[src/rtl/fpmult_execute_module.sv]
// FP multiplier execute stage: sign, exponent sum and split 24x24 mantissa
// product over a three-register pipeline with a valid/ready handshake.
module fpmult_execute_module #(
  parameter int BIAS = 127,
  parameter int LO_W = 17
) (
  input  logic        clk,
  input  logic        rst,
  input  logic        in_valid,
  output logic        in_ready,
  input  logic        Sa,
  input  logic        Sb,
  input  logic [7:0]  Ea,
  input  logic [7:0]  Eb,
  input  logic [23:0] Ma,
  input  logic [23:0] Mb,
  input  logic [4:0]  InputExc,
  output logic        out_valid,
  input  logic        out_ready,
  output logic        Sp,
  output logic [9:0]  Ep,
  output logic [47:0] Mp,
  output logic        Zero,
  output logic [4:0]  ExcOut
);

  localparam int HI_W = 24 - LO_W;

  typedef struct packed {
    logic       s;
    logic [9:0] e;
    logic       z;
    logic [4:0] exc;
  } ctl_t;

  logic en;
  ctl_t ctl0, ctl1, ctl2, ctl3;
  logic v1, v2;
  logic [23:0] ma1, mb1;
  logic [24+LO_W-1:0] pl2;
  logic [24+HI_W-1:0] ph2;
  logic [47:0] mpSum;
  logic [47:0] mp3;

  // One shared enable: the whole pipe moves only when the output slot frees.
  assign en = ~out_valid | out_ready;
  assign in_ready = en;

  always_comb begin
    ctl0.s   = Sa ^ Sb;
    ctl0.e   = {2'b00, Ea} + {2'b00, Eb} - 10'(BIAS);
    ctl0.z   = ~|Ea | ~|Eb;
    ctl0.exc = InputExc;
  end

  assign mpSum = 48'(pl2) + (48'(ph2) << LO_W);

  always_ff @(posedge clk or posedge rst) begin
    if (rst) begin
      v1        <= 1'b0;
      ctl1      <= '0;
      ma1       <= '0;
      mb1       <= '0;
    end else if (en) begin
      v1        <= in_valid;
      ctl1      <= ctl0;
      ma1       <= Ma;
      mb1       <= Mb;
    end
  end

  always_ff @(posedge clk or posedge rst) begin
    if (rst) begin
      v2   <= 1'b0;
      ctl2 <= '0;
      pl2  <= '0;
      ph2  <= '0;
    end else if (en) begin
      v2   <= v1;
      ctl2 <= ctl1;
      pl2  <= ma1 * mb1[LO_W-1:0];
      ph2  <= ma1 * mb1[23:LO_W];
    end
  end

  always_ff @(posedge clk or posedge rst) begin
    if (rst) begin
      out_valid <= 1'b0;
      ctl3      <= '0;
      mp3       <= '0;
    end else if (en) begin
      out_valid <= v2;
      ctl3      <= ctl2;
      mp3       <= mpSum;
    end
  end

  assign Sp     = ctl3.s;
  assign Ep     = ctl3.e;
  assign Zero   = ctl3.z;
  assign ExcOut = ctl3.exc;
  assign Mp     = mp3;

endmodule

[config.mk]
export PLATFORM = sky130hd
export DESIGN_NAME = fpmult_execute_module
export DESIGN_NICKNAME = d
export VERILOG_FILES = /design/src/rtl/fpmult_execute_module.sv
export SDC_FILE = /design/constraint.sdc
export NUM_CORES = 2
export LEC_CHECK = 0
export BUFFER_PORTS_ARGS = -buffer_cell sky130_fd_sc_hd__buf_2
export CAP_MARGIN = 25
export CORE_ASPECT_RATIO = 0.6
export CORE_MARGIN = 1
export CORE_UTILIZATION = 64
export DETAILED_ROUTE_END_ITERATION = 8
export GPL_TIMING_DRIVEN = 0
export PLACE_DENSITY_LB_ADDON = 0.3
export SYNTH_ARGS = -nofsm -noshare
export SYNTH_HDL_FRONTEND = slang
export SYNTH_SLANG_ARGS = --single-unit
[constraint.sdc]
create_clock -name clk -period 9.94 [get_ports clk]
set_clock_uncertainty 0.15 [all_clocks]
set_input_delay 1.988 -clock clk [delete_from_list [all_inputs] [get_ports clk]]
set_output_delay 1.988 -clock clk [all_outputs]
set_load 0.03 [all_outputs]
==> flow_results.org <==
** Outcome
- The flow ran to the end, and the final reports show no timing, DRC or antenna violations.

** Yosys
- The biggest area contributor in the post-synthesis netlist is sky130_fd_sc_hd__fa_1.
- Cell area after technology mapping :: ~28000 µm²
- Fraction of registers with async set or reset after synthesis :: 100.0%
- Among all flip-flop cells after synthesis, the most frequent one is sky130_fd_sc_hd__dfrtp_1.
- Sequential elements use 19.70% of the synthesized area.
- The synthesized netlist contains 72 unique library cells.
- When the netlist entered floorplanning its net count stood at ~4000.
- Averaged over all synthesized cells, the footprint is roughly 8.7 µm².
- Biggest area contributors in the synthesized netlist :: sky130_fd_sc_hd__fa_1 31%, sky130_fd_sc_hd__dfrtp_1 20%, sky130_fd_sc_hd__nand2_1 10%, sky130_fd_sc_hd__ha_1 9.0%, sky130_fd_sc_hd__inv_1 7.2%
- Yosys instantiated no cell more often than sky130_fd_sc_hd__nand2_1.
- Area share of the leading cell type in the synthesized netlist :: a little under a third
- Most numerous cell types in the synthesized netlist :: 774 x sky130_fd_sc_hd__nand2_1, 538 x sky130_fd_sc_hd__inv_1, 440 x sky130_fd_sc_hd__fa_1
- Post-Synthesis Cells :: roughly 3300
- Ys Warns :: 0
- The synthesized design contains between 200 and 250 register bits.
- The synthesized design contains 0 enable-type register cells.

** Placement
- Pre-CTS WS :: around 2.1 ns
- Routability-driven placement finished with a final weighted congestion of 0.9761.
- Count of input and output buffers :: 141
- Detailed placement HPWL :: roughly 73000 µm

** Critical path
- Crit Reg-Reg Endpoint :: pl2[37]$_DFFE_PP0P_
- The worst register-to-register path begins at mb1[8]$_DFFE_PP0P_.
- Endpoint class of the critical path :: register
- Top fanout value on the critical path :: 10
- The setup path with the least slack is of type register to register.
- STA classifies the critical path startpoint as a register.
- FF-to-FF setup slack :: 1.77 ns
- Data arrival time of the critical path :: between 8 and 9 ns
- At the worst endpoint, the required time is 10.29 ns.
- For the worst flop-to-flop path, the logic depth is 22.

** Detailed routing
- Using the TritonRoute via totals, the vias-per-cell ratio works out to 5.906.
- DRC violation total after the first TritonRoute iteration :: about 2600
- Routed length on met3 :: 12270 µm
- After detailed routing, the total wire length is 89700 µm.
- Routed signal wires occupy layers up through met5.
- The first TritonRoute pass finished after 6 iterations.
- Detailed-route DRC error count :: 0
- Number of antenna-violating nets in the routed design :: 0
- Vias :: ~24000
- Met2 wire length :: approximately 38000 µm
- The detailed router put a total of 36690 µm of wire on met1.
- Dividing the detail-routed wire length by the instance count gives 22.27 µm.

** Clock tree
- Num Clock Sinks :: 222
- The later pin in the worst-skew pair is clocked with a latency of 0.58 ns.
- TritonCTS built the clock tree.
- In this run the post-CTS setup repair buffer count came out at 0.
- CTS Hold Bufs :: 0
- Cts bufs inserted :: 23
- The root buffer cell chosen for the clock tree is sky130_fd_sc_hd__clkbuf_16.
- CTS max path bufs :: 3
- CTS H-tree depth :: 1
- Clock-pin slew was measured on the worst setup and hold paths at 0.07 ns.
- The number of gates resized after CTS was 0.

** Hold path
- Worst hold start :: Mp[16]$_DFFE_PP0P_
- End of the worst hold path :: Mp[16]$_DFFE_PP0P_
- Cell depth of the worst hold path :: 2
- The min-delay analysis places its worst path in the category register to register.

** Floorplan
- The die covers 44940 µm².
- Height of the die :: around 160 µm
- Starting Density :: between 60% and 70%
- Cell row count :: 59
- Core Area :: 43410 µm²
- Pin placement for this block handled 142 I/O pins.
- Die width :: about 270 µm

** Finish
- The area growth from synthesis to layout is 8.314%.
- The net count of the finished layout is 4143.
- Final core occ :: 70.37%
- Fill cells :: approximately 3400
- The post-route netlist has under 10% of its cells at a drive strength greater than 1.

** STA
- For the final routed database, the setup TNS stands at 0 ns.
- Based on the critical path, the design can be clocked at up to 0.1223 GHz.
- The routed design could run at a clock period as short as 8.173 ns.
- Endpoints failing hold :: 0
- Unrepaired setup endpoints after global routing :: no
- Min Hold Slack :: 0.3114 ns
- Transition time of the tightest slew-check pin :: 1.124 ns
- Post-route worst setup slack :: about 1.8 ns
- After layout, the worst path uses 82.23% of the clock period.
- Final max-slew violation count :: 0
- Setup violations remaining at the end of the flow were counted as 0.
- Headroom to the max-slew limit came out at between 20% and 30%.

** GRT
- Total track usage :: 40.58%
- Pin count of the biggest net entering global routing :: around 120
- First-pass GRT wire length :: 135900 µm
- Via count of the first global-routing pass :: about 24000
- Overflow left after global routing :: 0
- Initial antenna violation count :: 5

** Run
- Maxcap violations :: 0
==> registers in the layout, indices dropped and copies added (netlist names), 5 cells and up <==
register and cells:
ma1 24, mb1 24, ph2 31, Mp 48, Ep 10, ExcOut 5
pl2 41, ctl1 17, ctl2 17
==> cell families (layout without fill, tap and decap cells) <==
family,Yosys count,in the layout,synth area share (%)
AO/OA/AOI/OAI,362,362,8.226
buffers and inverters,703,889,9.477
AND/OR/NAND/NOR,1238,1238,19.65
other,0,8,0
flip-flops,222,222,19.70
multiplexers,1,1,0.03550
adder cells (fa/ha/maj),643,643,40.24
XOR/XNOR,86,86,2.671
==> metrics by stage <==
stage               instances  area [µm²]
global route             4021       30530
floorplan                3255       28200
detailed placement       3978       29710
CTS                      4019       30520
global placement         3975       29630
finish                   4028       30550
==> critical path, stage by stage, from the launching register on <==
cell and delay [ns]:
sky130_fd_sc_hd__dfrtp_1 0.75, sky130_fd_sc_hd__clkbuf_1 0.75, sky130_fd_sc_hd__nand2_1 0.18, sky130_fd_sc_hd__fa_1 0.58, sky130_fd_sc_hd__inv_1 0.05, sky130_fd_sc_hd__fa_1 0.38, sky130_fd_sc_hd__inv_1 0.09, sky130_fd_sc_hd__fa_1 0.40
sky130_fd_sc_hd__inv_1 0.09, sky130_fd_sc_hd__fa_1 0.41, sky130_fd_sc_hd__fa_1 0.49, sky130_fd_sc_hd__inv_1 0.05, sky130_fd_sc_hd__fa_1 0.54, sky130_fd_sc_hd__inv_1 0.07, sky130_fd_sc_hd__ha_1 0.39, sky130_fd_sc_hd__a21oi_1 0.17
sky130_fd_sc_hd__o21ai_0 0.14, sky130_fd_sc_hd__a31oi_1 0.44, sky130_fd_sc_hd__a31oi_1 0.40, sky130_fd_sc_hd__o2111ai_1 0.69, sky130_fd_sc_hd__o21ai_0 0.28, sky130_fd_sc_hd__or4b_1 0.52, sky130_fd_sc_hd__nand3_1 0.10
==> how the worst max path moves through the flow <==
stage | startpoint | to | slack (ns) | cells after the start
finish | mb1[8]$_DFFE_PP0P_ | pl2[37]$_DFFE_PP0P_ | 1.77 | 22
global route | mb1[9]$_DFFE_PP0P_ | pl2[31]$_DFFE_PP0P_ | 1.60 | 22
detailed placement | ma1[11]$_DFFE_PP0P_ | pl2[39]$_DFFE_PP0P_ | 2.05 | 20
floorplan | rst | Ep[0]$_DFFE_PP0P_ | 1.72 | 1
global placement | rst | pl2[38]$_DFFE_PP0P_ | -0.68 | 2
CTS | ma1[11]$_DFFE_PP0P_ | pl2[39]$_DFFE_PP0P_ | 2.04 | 20
==> cell type report <==
| class | count | area (µm²) | share of cell area [%] |
|---|---|---|---|
| Buffer | 164 | 649.4 | 2.126 |
| Multi-Input combinational cell | 2330 | 19970 | 65.39 |
| Tap cell | 579 | 724.4 | 2.372 |
| Clock inverter | 9 | 130.1 | 0.4260 |
| Clock buffer | 32 | 679.4 | 2.224 |
| Inverter | 539 | 2031 | 6.648 |
| Sequential cell | 222 | 5555 | 18.19 |
| Antenna cell | 8 | 20.02 | 0.06554 |
| Timing Repair Buffer | 145 | 783.3 | 2.564 |
==> layer usage <==
layer	vias up	GRT usage, %
met3	205	16.28
met1	11980	56.19
met5	-	2.083
met4	6	11.10
li1	10320	-
met2	1285	58.86
==> layout by cell type (no fill, tap or decap), drive strengths merged, types with 75 or more instances in the layout <==
cell / n
fa: 440
and2: 239
a21oi: 130
nor2: 104
dfrtp: 222
buf: 149
nand2: 774
clkbuf: 192
o21ai: 75
ha: 203
inv: 543
Power is not shown: default switching activity piles up to over one toggle a cycle in this logic, so the estimate is an artifact.
